## src/rtl/uart_pkg.sv

```systemverilog
// rtl/uart_pkg.sv - shared constants and divisor helper for the UART baud generator
package uart_pkg;

  localparam int DEF_DIV_W      = 16;
  localparam int DEF_OVERSAMPLE = 16;
  localparam int MIN_DIV        = 2;

  // Rounds clk_freq / (baud * os) to the nearest integer.
  function automatic int calc_div(input int clk_freq, input int baud, input int os);
    longint step;
    step = longint'(baud) * longint'(os);
    return int'((longint'(clk_freq) + step / 2) / step);
  endfunction

endpackage

```

## src/rtl/uart_mod_counter.sv

```systemverilog
// rtl/uart_mod_counter.sv - modulo counter 0..last with enable, clear and wrap strobe
module uart_mod_counter #(
  parameter int W = 16
) (
  input  logic         clk_in,
  input  logic         rst_n,
  input  logic         en,
  input  logic         clear,
  input  logic [W-1:0] last,
  output logic [W-1:0] count,
  output logic         wrap
);

  assign wrap = en && !clear && (count == last);

  always_ff @(posedge clk_in or negedge rst_n) begin
    if (!rst_n) begin
      count <= '0;
    end else if (clear) begin
      count <= '0;
    end else if (en) begin
      count <= (count == last) ? '0 : count + W'(1);
    end
  end

endmodule

```

## src/rtl/uart_baud_gen.sv

```systemverilog
// rtl/uart_baud_gen.sv - programmable baud generator: oversample, mid-bit, bit strobes and bit clock
module uart_baud_gen
  import uart_pkg::*;
#(
  parameter int CLK_FREQ    = 100_000_000,
  parameter int BAUD        = 9600,
  parameter int OVERSAMPLE  = DEF_OVERSAMPLE,
  parameter int DIV_W       = DEF_DIV_W,
  parameter int DEFAULT_DIV = calc_div(CLK_FREQ, BAUD, OVERSAMPLE)
) (
  input  logic             clk_in,
  input  logic             rst_n,
  input  logic             en,
  input  logic             restart,
  input  logic             div_load,
  input  logic [DIV_W-1:0] div_value,
  output logic             tick_os,
  output logic             tick_mid,
  output logic             tick_baud,
  output logic             clk_out,
  output logic             div_err
);

  localparam int                IDX_W     = $clog2(OVERSAMPLE);
  localparam logic [IDX_W-1:0]  IDX_LAST  = IDX_W'(OVERSAMPLE - 1);
  localparam logic [IDX_W-1:0]  IDX_MID   = IDX_W'(OVERSAMPLE / 2 - 1);
  localparam logic [DIV_W-1:0]  DIV_RESET = DIV_W'(DEFAULT_DIV);
  localparam logic [DIV_W-1:0]  DIV_MIN   = DIV_W'(MIN_DIV);

  logic [DIV_W-1:0] div_active;
  logic [DIV_W-1:0] div_pending;
  logic             pend_valid;
  logic [DIV_W-1:0] div_last;
  logic [DIV_W-1:0] os_last;
  logic [DIV_W-1:0] os_cnt;
  logic [IDX_W-1:0] os_idx;
  logic             os_wrap;
  logic             idx_wrap;

  assign div_last = div_active - DIV_W'(1);
  // A smaller divisor applied while frozen can leave os_cnt past its end; wrap there on resume.
  assign os_last  = (os_cnt > div_last) ? os_cnt : div_last;

  uart_mod_counter #(.W(DIV_W)) u_os_cnt (
    .clk_in (clk_in),
    .rst_n  (rst_n),
    .en     (en),
    .clear  (restart),
    .last   (os_last),
    .count  (os_cnt),
    .wrap   (os_wrap)
  );

  uart_mod_counter #(.W(IDX_W)) u_os_idx (
    .clk_in (clk_in),
    .rst_n  (rst_n),
    .en     (os_wrap),
    .clear  (restart),
    .last   (IDX_LAST),
    .count  (os_idx),
    .wrap   (idx_wrap)
  );

  always_ff @(posedge clk_in or negedge rst_n) begin
    if (!rst_n) begin
      tick_os     <= 1'b0;
      tick_mid    <= 1'b0;
      tick_baud   <= 1'b0;
      clk_out     <= 1'b0;
      div_err     <= 1'b0;
      div_active  <= DIV_RESET;
      div_pending <= DIV_RESET;
      pend_valid  <= 1'b0;
    end else begin
      tick_os   <= os_wrap;
      tick_mid  <= os_wrap && (os_idx == IDX_MID);
      tick_baud <= idx_wrap;

      if (restart) begin
        clk_out <= 1'b0;
      end else if (os_wrap && ((os_idx == IDX_MID) || idx_wrap)) begin
        clk_out <= ~clk_out;
      end

      // Pending divisor lands only where no period is in flight.
      if (pend_valid && (os_wrap || !en || restart)) begin
        div_active <= div_pending;
        pend_valid <= 1'b0;
      end

      if (div_load) begin
        pend_valid <= 1'b1;
        if (div_value < DIV_MIN) begin
          div_pending <= DIV_MIN;
          div_err     <= 1'b1;
        end else begin
          div_pending <= div_value;
          div_err     <= 1'b0;
        end
      end
    end
  end

endmodule

```

## config.mk

```make
export PLATFORM = sky130hd
export DESIGN_NAME = uart_baud_gen
export DESIGN_NICKNAME = d
export VERILOG_FILES = /design/src/rtl/uart_pkg.sv /design/src/rtl/uart_mod_counter.sv /design/src/rtl/uart_baud_gen.sv
export SDC_FILE = /design/constraint.sdc
export NUM_CORES = 1
export LEC_CHECK = 0
export CAP_MARGIN = 20
export CELL_PAD_IN_SITES_DETAIL_PLACEMENT = 1
export CELL_PAD_IN_SITES_GLOBAL_PLACEMENT = 1
export CORE_UTILIZATION = 25
export CTS_CLUSTER_DIAMETER = 120
export DETAILED_ROUTE_END_ITERATION = 10
export PLACE_DENSITY = 0.56
export REMOVE_ABC_BUFFERS = 1
export SYNTH_ARGS = -nofsm -noshare
export SYNTH_HDL_FRONTEND = slang
export SYNTH_SLANG_ARGS = --single-unit
```

## constraint.sdc

```tcl
create_clock -name clk_in -period 3.8 [get_ports clk_in]
set_input_delay 0.76 -clock clk_in [delete_from_list [all_inputs] [get_ports clk_in]]
set_output_delay 0.76 -clock clk_in [all_outputs]
set_load 0.05 [all_outputs]
```

==> summary.txt <==
status: finished, final reports clean
Synth warnings: 0
Clock Path Buffers: 2
number of cells produced by synthesis: 349
Die X: 124 microns
Detail Route Antenna Nets: 0
Setup Skew: 0.00927 ns
area grow syn2layout: 24.9%
Iter 0 DRT Violations: 126
Remaining Overflow, GRT: 0
Vias/cell: 4.83
most common cell after layout, fill and taps aside: dfrtp_1
Final Critical Period: 3.67 ns
initial antenna violation count: 0
die height: 124 microns
diode count: 0
DR vias: 2828
drt pass-1 iters: 4
endpoint class of the critical path: register
Worst slew margin: 0.563
crit path DAT: 3.89 ns
Starting Density: 0.256
clock-pin slew on the worst setup and hold paths: 0.06 ns
Synth Area in Compound Gates: 0.128
I/O pin cnt: 26
PwrDens: 417 nW/um^2
placed cells: 565
MaxCap Viol Count: 0
met3 GRT Util: 0.0302
FF-to-FF setup slack: 0.13 ns
xor/xnor share of the synthesized area: 0.0855
wire length reported by the detailed router: 9.58 mm
Avg Inst Size Synth: 10.6 sq um
Port Buffers: 25
Setup TNS Final: 0 ns
Seq cells post-synth: 58
Pleak: 2.02 nW
Final Worst Setup Slack: 0.126 ns
clk sink count: 58
startpoint class of the critical path: register
NumNets Final: 436
Core Area: 14500 sq um
FMAX: 272 MHz
GR Util met2: 0.207
clk_lat worst skew: 0.34 ns
critical path fanouts, max: 10
critical path required time: 4.01 ns
Die ar.: 15300 sq um
post-synthesis sequential area ratio: 0.396
met1 Usage GRT: 0.179
Hold WC Path Type: input port to asynchronous set/reset pin
gp weighted congestion: 0.825
first-pass GRT wire length: 15.2 mm
Final Non-Filler Cells: 585
DR DRC count: 0
synthesized cell area: 3700 sq um
post-synthesis mux area share: 0.0906
Tightest Pin Transition: 0.647 ns
Fin. Hold Viols: 0
Final Setup Violations: 0
worst vdd ir: 215 uV
post-placement cell area: 4260 sq um
GR peak layer: met2
most common flop cell mapped by yosys: dfrtp_1
Wirelength per Cell: 16.4 microns
worst hold margin: 0.367 ns
critical setup path kind: register to register
simple logic cell fraction of the synthesized area: 0.190
CTS tree: done
final worst path period share: 0.967
largest family of logic cells by synthesized area: simple AND/OR/NAND/NOR gates
dpl hpwl: 7.05 mm
commonest cells after routing, fill and taps aside: 47 x dfrtp_1, 26 x buf_4, 24 x clkdlybuf4s50_1
H-tree level count: 3
Place WS: -0.0195 ns
Layout fillers: 1632
vias in the first global route: 2802
CTS buffer count: 9
largest net degree at the start of global routing: 42
number of flops mapped to enable cells by yosys: 0
synthesized-area fraction occupied by adder cells: 0.0642
design area: 4620 sq um
share of layout cells above drive strength 1: 0.252
distinct cell type count after synthesis: 55
ys async rst share: 1.00
GR Util All Layers: 0.133
Max Transition Viols Final: 0
row count: 44
hold bufs inserted after CTS: 0
clock root buffer: clkbuf_16
final cells by class:
class / count / area, sq um / area share
Clock buffer: 11 / 243 / 0.0525
Clock inverter: 5 / 30.0 / 0.00650
Inverter: 14 / 52.6 / 0.0114
Multi-Input combinational cell: 260 / 2120 / 0.458
Sequential cell: 58 / 1470 / 0.317
Tap cell: 184 / 230 / 0.0498
Timing Repair Buffer: 53 / 485 / 0.105
Yosys cell counts (all sizes together) (2+ instances only):
| cell | n | area share |
|---|---|---|
| or4 | 7 | 0.015 |
| nand3 | 6 | 0.0081 |
| nor2 | 10 | 0.010 |
| o21bai | 2 | 0.0041 |
| o2111ai | 2 | 0.0064 |
| dfstp | 10 | 0.071 |
| clkbuf | 10 | 0.010 |
| ha | 19 | 0.064 |
| and3 | 8 | 0.014 |
| nand4 | 5 | 0.0085 |
| buf | 8 | 0.022 |
| nor3 | 14 | 0.019 |
| a211o | 7 | 0.017 |
| o21ai | 7 | 0.0095 |
| nand2b | 8 | 0.014 |
| mux2i | 2 | 0.0054 |
| o31ai | 3 | 0.0061 |
| or3b | 4 | 0.0095 |
| nand2 | 17 | 0.022 |
| nor3b | 13 | 0.026 |
| inv | 14 | 0.014 |
| xnor3 | 2 | 0.012 |
| or3 | 8 | 0.014 |
| xor2 | 12 | 0.028 |
| xnor2 | 19 | 0.045 |
| dfrtp | 48 | 0.32 |
| mux2 | 25 | 0.085 |
| nor4 | 8 | 0.019 |
| a21o | 11 | 0.022 |
| or2 | 2 | 0.0034 |
| a21oi | 18 | 0.024 |
| nor2b | 4 | 0.0068 |
| a22o | 5 | 0.012 |
sequential cells by signal (all words and copies together), names as in the netlist:
signal          cells
clk_out             1
div_active         16
div_err             1
div_pending        16
pend_valid          1
tick_baud           1
tick_mid            1
tick_os             1
u_os_cnt.count     16
u_os_idx.count      4
through the flow:
step                utilization  power [mW]
floorplan                     -       0.996
global route              0.319        2.04
CTS                       0.314        1.96
finish                    0.319        1.93
global placement          0.294        1.16
detailed placement        0.294        1.17
cells by family after synthesis:
family,Yosys count
flops,58
compound gates,65
mux,27
simple gates,115
xor+xnor,33
buf+inv,32
fa+ha+maj,19
layer usage:
metal	vias up	routed length, microns	share of wire
met5	-	0	0
met4	0	145	0.015
met3	11	214	0.022
met2	28	4580	0.48
met1	1413	4640	0.48
li1	1376	-	-
final timing paths:
path / from / endpoint / cells after the start
min in group clk_in: div_err / div_err / 2
worst min-delay path: rst_n / tick_os / 1
worst max register to register: div_active[3] / div_active[13] / 13
worst min register to register: div_err / div_err / 2
max in group asynchronous: rst_n / div_active[11] / 2
worst max-delay path: div_active[3] / div_active[13] / 13
power breakdown:
part	internal (mW)	switching (mW)	leakage [nW]
clock network	0.455	0.299	0.131
registers	0.682	0.0440	0.722
logic	0.227	0.221	1.17
total	1.36	0.564	2.02
worst max-delay path, cell delays in order, from the launching register on:
cell	delay, ns
dfstp_2	0.37
or4_4	0.55
or4_4	0.52
xor2_1	0.17
ha_1	0.30
a21o_1	0.19
nand3_1	0.08
a21oi_1	0.07
a211oi_2	0.19
a21oi_1	0.11
a2111o_1	0.35
buf_12	0.18
nand2_4	0.14
mux2_4	0.31
timing repair:
item                       CTS  global route
setup endpoints to repair    6            21
resized for setup            3             7
setup buffers                0             2
cloned                       0             2
pin swaps                    0             2
No activity file was read; power rests on OpenSTA's default activity.
